### src/rtl/clk_sw_pkg.sv
// rtl/clk_sw_pkg.sv - shared types and constants for the clock-switch sequencer
package clk_sw_pkg;

    typedef enum logic [2:0] {
        IDLE,
        GATE_OFF,
        LOCK_WAIT,
        MUX_SW,
        UNGATE,
        DONE,
        ERR
    } state_t;

    localparam logic SRC_PLL = 1'b0;
    localparam logic SRC_EXT = 1'b1;

    // wide enough for the largest lock timeout
    localparam int CNT_W = 10;

    function automatic logic [CNT_W-1:0] wait_load(input int cycles);
        return CNT_W'(cycles);
    endfunction

endpackage

### src/rtl/clk_sw_wait_cnt.sv
// rtl/clk_sw_wait_cnt.sv - loadable down-counter shared by the wait and timeout phases
module clk_sw_wait_cnt
    import clk_sw_pkg::*;
(
    input  logic             clk,
    input  logic             rst,
    input  logic             load,
    input  logic             dec,
    input  logic [CNT_W-1:0] load_value,
    output logic [CNT_W-1:0] value,
    output logic             expire
);

    always_ff @(posedge clk) begin
        if (rst) begin
            value <= '0;
        end else if (load) begin
            value <= load_value;
        end else if (dec) begin
            value <= value - CNT_W'(1);
        end
    end

    // a load of N expires on the Nth edge after the load
    assign expire = (value <= CNT_W'(1));

endmodule

### src/rtl/clk_switch_seq.sv
// rtl/clk_switch_seq.sv - glitch-safe clock source switch sequencer (optional CLK_SW_LOCK_TIMEOUT_EN)
module clk_switch_seq
    import clk_sw_pkg::*;
#(
    parameter int GATE_WAIT    = 4,
    parameter int MUX_WAIT     = 4,
    parameter int LOCK_TIMEOUT = 1023
) (
    input  logic osc_clk,
    input  logic func_rst,
    input  logic sw_req,
    input  logic sw_sel,
    input  logic pll_lock,
    output logic sw_ready,
    output logic sw_done,
    output logic sw_err,
    output logic pll_cg_en,
    output logic sys_cg_en,
    output logic clkmux_sel
);

    localparam logic [CNT_W-1:0] GATE_LD = wait_load(GATE_WAIT);
    localparam logic [CNT_W-1:0] MUX_LD  = wait_load(MUX_WAIT);
    localparam logic [CNT_W-1:0] LOCK_LD = wait_load(LOCK_TIMEOUT);

    state_t           state, state_d;
    logic             tgt, tgt_d;
    logic             clkmux_d, pll_d, sys_d, done_d;
    logic             cnt_load, cnt_dec, cnt_expire;
    logic [CNT_W-1:0] cnt_ld_val, cnt_value;

`ifdef CLK_SW_LOCK_TIMEOUT_EN
    logic err_q, err_d;
`endif

    clk_sw_wait_cnt u_wait_cnt (
        .clk        (osc_clk),
        .rst        (func_rst),
        .load       (cnt_load),
        .dec        (cnt_dec),
        .load_value (cnt_ld_val),
        .value      (cnt_value),
        .expire     (cnt_expire)
    );

    assign cnt_dec  = (cnt_value != '0);
    assign sw_ready = (state == IDLE);

    always_comb begin
        state_d    = state;
        tgt_d      = tgt;
        clkmux_d   = clkmux_sel;
        pll_d      = pll_cg_en;
        sys_d      = sys_cg_en;
        cnt_load   = 1'b0;
        cnt_ld_val = GATE_LD;
`ifdef CLK_SW_LOCK_TIMEOUT_EN
        err_d      = err_q;
`endif
        case (state)
            IDLE: begin
                if (sw_req) begin
                    tgt_d = sw_sel;
                    if (sw_sel == clkmux_sel) begin
                        state_d = DONE;
                    end else begin
                        state_d  = GATE_OFF;
                        sys_d    = 1'b0;
                        cnt_load = 1'b1;
                        if (sw_sel == SRC_PLL) pll_d = 1'b1;
                    end
                end
            end
            GATE_OFF: begin
                if (cnt_expire) begin
                    cnt_load = 1'b1;
                    if (tgt == SRC_PLL) begin
                        state_d    = LOCK_WAIT;
                        cnt_ld_val = LOCK_LD;
                    end else begin
                        state_d    = MUX_SW;
                        clkmux_d   = tgt;
                        cnt_ld_val = MUX_LD;
                    end
                end
            end
            LOCK_WAIT: begin
                if (pll_lock) begin
                    state_d    = MUX_SW;
                    clkmux_d   = tgt;
                    cnt_load   = 1'b1;
                    cnt_ld_val = MUX_LD;
                end
`ifdef CLK_SW_LOCK_TIMEOUT_EN
                else if (cnt_expire) begin
                    // give up: park the PLL, reopen the gate on the unchanged source
                    state_d = ERR;
                    pll_d   = 1'b0;
                    sys_d   = 1'b1;
                    err_d   = 1'b1;
                end
`endif
            end
            MUX_SW: begin
                if (cnt_expire) begin
                    state_d = UNGATE;
                    sys_d   = 1'b1;
                    if (tgt == SRC_EXT) pll_d = 1'b0;
                end
            end
            UNGATE:  state_d = DONE;
            DONE:    state_d = IDLE;
`ifdef CLK_SW_LOCK_TIMEOUT_EN
            ERR:     state_d = DONE;
`endif
            default: state_d = IDLE;
        endcase
        done_d = (state_d == DONE);
    end

    always_ff @(posedge osc_clk) begin
        if (func_rst) begin
            state      <= IDLE;
            tgt        <= SRC_PLL;
            clkmux_sel <= SRC_PLL;
            pll_cg_en  <= 1'b1;
            sys_cg_en  <= 1'b1;
            sw_done    <= 1'b0;
        end else begin
            state      <= state_d;
            tgt        <= tgt_d;
            clkmux_sel <= clkmux_d;
            pll_cg_en  <= pll_d;
            sys_cg_en  <= sys_d;
            sw_done    <= done_d;
        end
    end

`ifdef CLK_SW_LOCK_TIMEOUT_EN
    always_ff @(posedge osc_clk) begin
        if (func_rst) begin
            err_q <= 1'b0;
        end else begin
            err_q <= err_d;
        end
    end
    assign sw_err = err_q;
`else
    assign sw_err = 1'b0;
`endif

endmodule

### config.mk
export PLATFORM = sky130hd
export DESIGN_NAME = clk_switch_seq
export DESIGN_NICKNAME = d
export VERILOG_FILES = /design/src/rtl/clk_sw_pkg.sv /design/src/rtl/clk_sw_wait_cnt.sv /design/src/rtl/clk_switch_seq.sv
export SDC_FILE = /design/constraint.sdc
export NUM_CORES = 1
export LEC_CHECK = 0
export ABC_CLOCK_PERIOD_IN_PS = 2350
export BUFFER_PORTS_ARGS = -buffer_cell sky130_fd_sc_hd__buf_4
export CAP_MARGIN = 20
export CORE_MARGIN = 3
export CORE_UTILIZATION = 35
export CTS_BUF_LIST = sky130_fd_sc_hd__clkbuf_2
export CTS_CLUSTER_SIZE = 28
export DETAILED_ROUTE_END_ITERATION = 10
export GPL_TIMING_DRIVEN = 1
export PLACE_DENSITY = 0.57
export SLEW_MARGIN = 10
export SYNTH_ARGS = -nofsm -noshare
export SYNTH_HDL_FRONTEND = slang
export SYNTH_SLANG_ARGS = --single-unit
### constraint.sdc
create_clock -name osc_clk -period 2.35 [get_ports osc_clk]
set_clock_uncertainty 0.2 [all_clocks]
set_input_delay 0.235 -clock osc_clk [delete_from_list [all_inputs] [get_ports osc_clk]]
set_output_delay 0.235 -clock osc_clk [all_outputs]
set_load 0.01 [all_outputs]
==> metrics.txt, run 1 <==
worst path arrival time 2230 ps; Max stage delay on crit path 410 ps; pin count of the biggest net entering global routing 14; peak supply drop 0.6532 mV; vias in the first global route 773; TNS Setup 0 ps; clk root buf clkbuf_2; # DRC 0; Die Y 61.09 um; hold depth 5; final core utilization 42.24%; Crit Path Class register to register; Worst setup endpoint u_wait_cnt.value[0]; Synthesized Nets 127; r2r setup slk 170 ps; CP Launch Point u_wait_cnt.value[0]; asr flop ratio synth 0%; Main synth FF type dfxtp_1; most numerous cell in the Yosys netlist dfxtp_1; # IOs 11; crit start category register; fin crit period 2183 ps; Starting Density 37.55%; RSZ-0062 raised after global routing no; register area share after synthesis roughly 34%; Crit path buffers/inverters 2; top cells by count, synth dfxtp_1 (18), nand2_1 (14), a21oi_1 (11); # diodes 0; nets 142; DRT iter0 DRCs 18; die area between 3000 and 4000 sq um; Clock Latency Late Sink 300 ps; Clock Path Buffers 2; slowest CP cell dfxtp_1; CTS sink cnt 18; syn avg cell area 8.927 sq um; drt via density 5.282; fin. max-slew vios 0; R2R depth 7; final setup fails 0; final hold vios 0; All-Layer GR Usage 12.77%; fin crit share 92.89%; RR Startpoint u_wait_cnt.value[0]; area taken by multi-input logic gates approximately 630 sq um; min setup slack post-route between 150 and 200 ps; Synth area leaders dfxtp_1 (34%), xor2_1 (5.8%), a21oi_1 (5.2%); FMAX 0.4581 GHz; critical path endpoint category register; FP Rows 19; Yosys top cell area share 33.92%; Area Overhead vs Synth 12.49%; RR Endpoint u_wait_cnt.value[0]; core region area 2829 sq um; number of vias in the routed layout approximately 860; number of port buffers 9; first-pass GRT wire length 3491 um; Yosys reg bits 18; Max-Cap Viols 0; drt wl/cell 12.50 um; synth warn 0; Power Dens Cells 1401 nW/um^2; Synth Instances between 100 and 150; Clock Pin Slew Worst Setup and Hold Paths 170 ps; routability cong. 0.8293; antenna violations before repair 0; hpwl dp 1494 um; Hold Crit Class input port to register; worst-path maximum fanout 13; WP data required 2400 ps; CP top delay family compound AO/OA/AOI/OAI gates; gr ovfl total 0; CTS tree done; htree depth 1; post-synth design cell area 1062 sq um; final wirelength 2037 um; largest area contributor in the netlist dfxtp_1; status completed; fillers 280; Die W 61.09 um; total iterations of the first detailed-routing run 4; total CTS buffers 3; ordered list of cells on the worst path inv_1 -> ha_1 -> o2111a_4 -> a311oi_2 -> buf_4 -> o21ai_2 -> a211oi_2; share of cells above drive strength 1 between 20% and 30%; Static Leakage 0.5110 nW; flip-flop and latch area 360.3 sq um; Distinct cells, synth 42; pre-CTS WS 129.0 ps; Post-synth EDFFs 0; Routed Antenna Nets 0; Crit. path cell count 7
-- metrics by stage --
step / instances / cell area [sq um] / hold slack [ps] / power (W)
after global placement: 157 / 1142 / 288.9 / 0.001533
after global routing: 163 / 1195 / 276.4 / 0.001851
after CTS: 162 / 1177 / 1.108 / 0.001669
final: 163 / 1195 / 260.6 / 0.001674
after floorplan: 119 / 1062 / 105.0 / 0.001352
after detailed placement: 157 / 1142 / 290.9 / 0.001527
-- layer usage --
metal  share of wire [%]  GRT usage (%)  vias up
met5                   0              0        -
met3                 2.9          2.935        4
met4                 2.4          7.430        0
met1                  51          17.72      397
met2                  44          17.98        8
li1                    -              -      452
-- sequential cells by signal (all words and copies together) (netlist names) --
register and cells:
clkmux_sel 1, pll_cg_en 1, state 3, sw_done 1
sys_cg_en 1, tgt 1, u_wait_cnt.value 10
-- power by group --
| part | leakage (nW) | internal [W] | total, W | switching (W) |
|---|---|---|---|---|
| clock | 0.0125 | 0.0000348 | 0.000132 | 0.0000969 |
| sequential | 0.148 | 0.000416 | 0.000546 | 0.000130 |
| combinational | 0.350 | 0.000468 | 0.000996 | 0.000529 |
-- worst min path at each step --
| stage | from | to | slack, ps |
|---|---|---|---|
| floorplan | func_rst | state[2] | 110 |
| global placement | pll_cg_en | pll_cg_en | 290 |
| detailed placement | pll_cg_en | pll_cg_en | 290 |
| CTS | sw_req | tgt | 1 |
| global route | pll_lock | state[0] | 280 |
| finish | pll_lock | sw_done | 260 |
-- worst reg2reg max path: stages, from the launching register on --
cell and delay [ps]:
dfxtp_1 410, inv_1 110, ha_1 270, o2111a_4 360, a311oi_2 270, buf_4 230
o21ai_2 80, a211oi_2 200
-- cell usage in the layout (no fill, tap or decap), types with 7 or more instances in the layout --
cell type and count:
buf_4 13, dfxtp_1 18, nand2_1 14, inv_1 7, nor2_1 7, xor2_1 7, a21oi_1 11
-- repair_timing --
action / 4_1_cts / 5_1_grt
buffers inserted: 0 / 0
hold buffers: 2 / 1
gates resized for setup: 0 / 1
endpoints found under the setup margin: 0 / 7
endpoints found under the hold margin: 8 / 1
-- cell families after synthesis --
family / count (synthesis) / share of synthesized area (%)
AOI/OAI and AO/OA: 32 / 23.20
xor gates and xnor gates: 9 / 7.421
adders and majority gates: 3 / 3.534
buffers and inverters: 13 / 7.774
DFF: 18 / 33.92
other: 1 / 0.3530
and+or+nand+nor: 43 / 23.79
-- layout make-up --
type,instances,share of cell area (%)
clock buffer,3,1.257
inverter,7,2.199
multi-input combinational,88,52.46
sequential,18,30.16
tap,31,3.246
timing repair buffer,16,10.68
Power figures use the tool's default switching activity.
==> inputs of run 2 (changes only) <==
CELL_PAD_IN_SITES_DETAIL_PLACEMENT = 1   (was default)
CELL_PAD_IN_SITES_GLOBAL_PLACEMENT = 1   (was default)
CTS_CLUSTER_DIAMETER = 120   (was default)
PLACE_DENSITY = 0.69   (was 0.57)
==> metrics.txt, run 2 (synthesis gave the netlist of run 1 again) <==
critical path endpoint category register; worst-path maximum fanout 13; die area 3732 sq um; Crit Path Class register to register; number of port buffers 9; r2r setup slk 190 ps; placed insts 160; most frequent cells in the layout dfxtp_1 (17), buf_4 (15), nand2_1 (14); hpwl dp 2069 um; DRT iter0 DRCs 36; htree depth 1; nets 144; Clock Path Buffers 2; RR Startpoint u_wait_cnt.value[1]; drt via density 5.476; RR Endpoint u_wait_cnt.value[0]; first-pass GRT wire length 4409 um; Power Dens Cells between 1000 and 1500 nW/um^2; Routed Antenna Nets 0; FP Rows 19; Post-DP Area 1177 sq um; RSZ-0062 raised after global routing no; hold depth 3; Int Pwr between 0.0009 and 0.001 W; Max-Cap Viols 0; Static Leakage 0.5296 nW; switching share of power a little under half; Die Y 61.09 um; FMAX roughly 0.46 GHz; combinational power share 62.0%; Clock Latency Late Sink 310 ps; peak supply drop 0.4852 mV; final core utilization approximately 43%; number of flip-flops in the largest register 10; status completed; gr ovfl total 0; # diodes 0; Hold Crit Class input port to register; CP Launch Point u_wait_cnt.value[1]; Final Cell Area 1225 sq um; # DRC 0; Clock Pin Slew Worst Setup and Hold Paths around 180 ps; WP data required 2410 ps; vias in the first global route 930; total CTS buffers 3; R2R depth 7; Area Overhead vs Synth 15.31%; routability cong. 0.8527; Clock power frac 7.9%; Die W 61.09 um; part of the power in registers 30.2%; TNS Setup 0 ps; top flop regs u_wait_cnt.value: 10 flops, state: 3 flops; core region area between 2000 and 3000 sq um; number of vias in the routed layout 909; drt wl/cell ~16 um; total iterations of the first detailed-routing run 4; Worst setup endpoint u_wait_cnt.value[0]; All-Layer GR Usage 15.96%; final hold vios 0; CTS tree done; CTS sink cnt 18; final setup fails 0; Setup Buffers After CTS 0; antenna violations before repair 0; fin crit share 91.87%; non-filler cells, final 166; worst path arrival time 2210 ps; share of cells above drive strength 1 25.19%; Starting Density roughly 38%; pin count of the biggest net entering global routing 14; largest reg by FF count u_wait_cnt.value; fin. max-slew vios 0; crit start category register; commonest non-fill, non-tap cell in the layout dfxtp_1; final wirelength 2687 um; Sw Pwr 0.0008399 W; fin crit period 2159 ps; # IOs 11; clk root buf clkbuf_2
[run 2: cell types whose count changed in the layout (fill, tap and decap cells not counted)]
cell / previous run / this run
buf_4: 13 / 15
dfxtp_1: 18 / 17
buf_12: 0 / 1
dfxtp_2: 0 / 1
dlygate4sd3_1: 3 / 2
clkinv_1: 0 / 1
[run 2: what timing repair did]
| action | 4_1_cts | 5_1_grt |
|---|---|---|
| endpoints found under the setup margin | 0 | 7 |
| endpoints found under the hold margin | 8 | 0 |
| resized for setup | 0 | 2 |
| hold buffers | 2 | 0 |
[run 2: power groups by stage]
| stage | combinational (W) | sequential (W) | clock (W) |
|---|---|---|---|
| after detailed placement | 0.00111 | 0.000552 | 0 |
| after global placement | 0.00108 | 0.000544 | 0 |
| after global routing | 0.00125 | 0.000563 | 0.000155 |
| after floorplan | 0.000836 | 0.000515 | 0 |
| final | 0.00113 | 0.000548 | 0.000143 |
| after CTS | 0.00112 | 0.000547 | 0.000150 |
[run 2: how the worst min path moves through the flow]
stage / from / endpoint / slack, ps
detailed placement: pll_cg_en / pll_cg_en / 310
finish: sw_req / tgt / 20
global placement: pll_cg_en / pll_cg_en / 300
global route: sw_req / tgt / 30
CTS: sw_req / tgt / 10
floorplan: func_rst / state[2] / 110
[run 2: through the flow]
step	setup WS [ps]	total power (W)	hold WS, ps
2_1_floorplan	278.7	0.001352	105.0
3_3_place_gp	148.3	0.001623	295.2
3_5_place_dp	97.70	0.001661	308.6
4_1_cts	68.11	0.001816	9.685
5_1_grt	45.50	0.001968	26.81
6_report	191.1	0.001816	17.64
[run 2: critical path: stages, from the launching register on]
cell and delay, ps:
dfxtp_1 400, inv_1 100, ha_1 250, o2111a_4 370
a311oi_2 350, buf_12 170, o21ai_2 60, a211oi_2 190
[run 2: area by class of cell]
type | instances | area [sq um]
timing repair buffer | 18 | 152.6
fill | 343 | 1604
multi-input combinational | 88 | 626.9
inverter | 7 | 26.28
sequential | 18 | 361.6
tap | 31 | 38.79
clock buffer | 3 | 15.01
clock inverter | 1 | 3.754
[run 2: layer usage]
metal / wire length, um / global-route usage [%] / up-vias / share of wire, %
li1: - / - / 455 / -
met1: 1291 / 21.88 / 441 / 48
met2: 1312 / 25.38 / 9 / 49
met3: 47 / 1.887 / 4 / 1.7
met4: 36 / 6.502 / 0 / 1.3
met5: 0 / 0 / - / 0
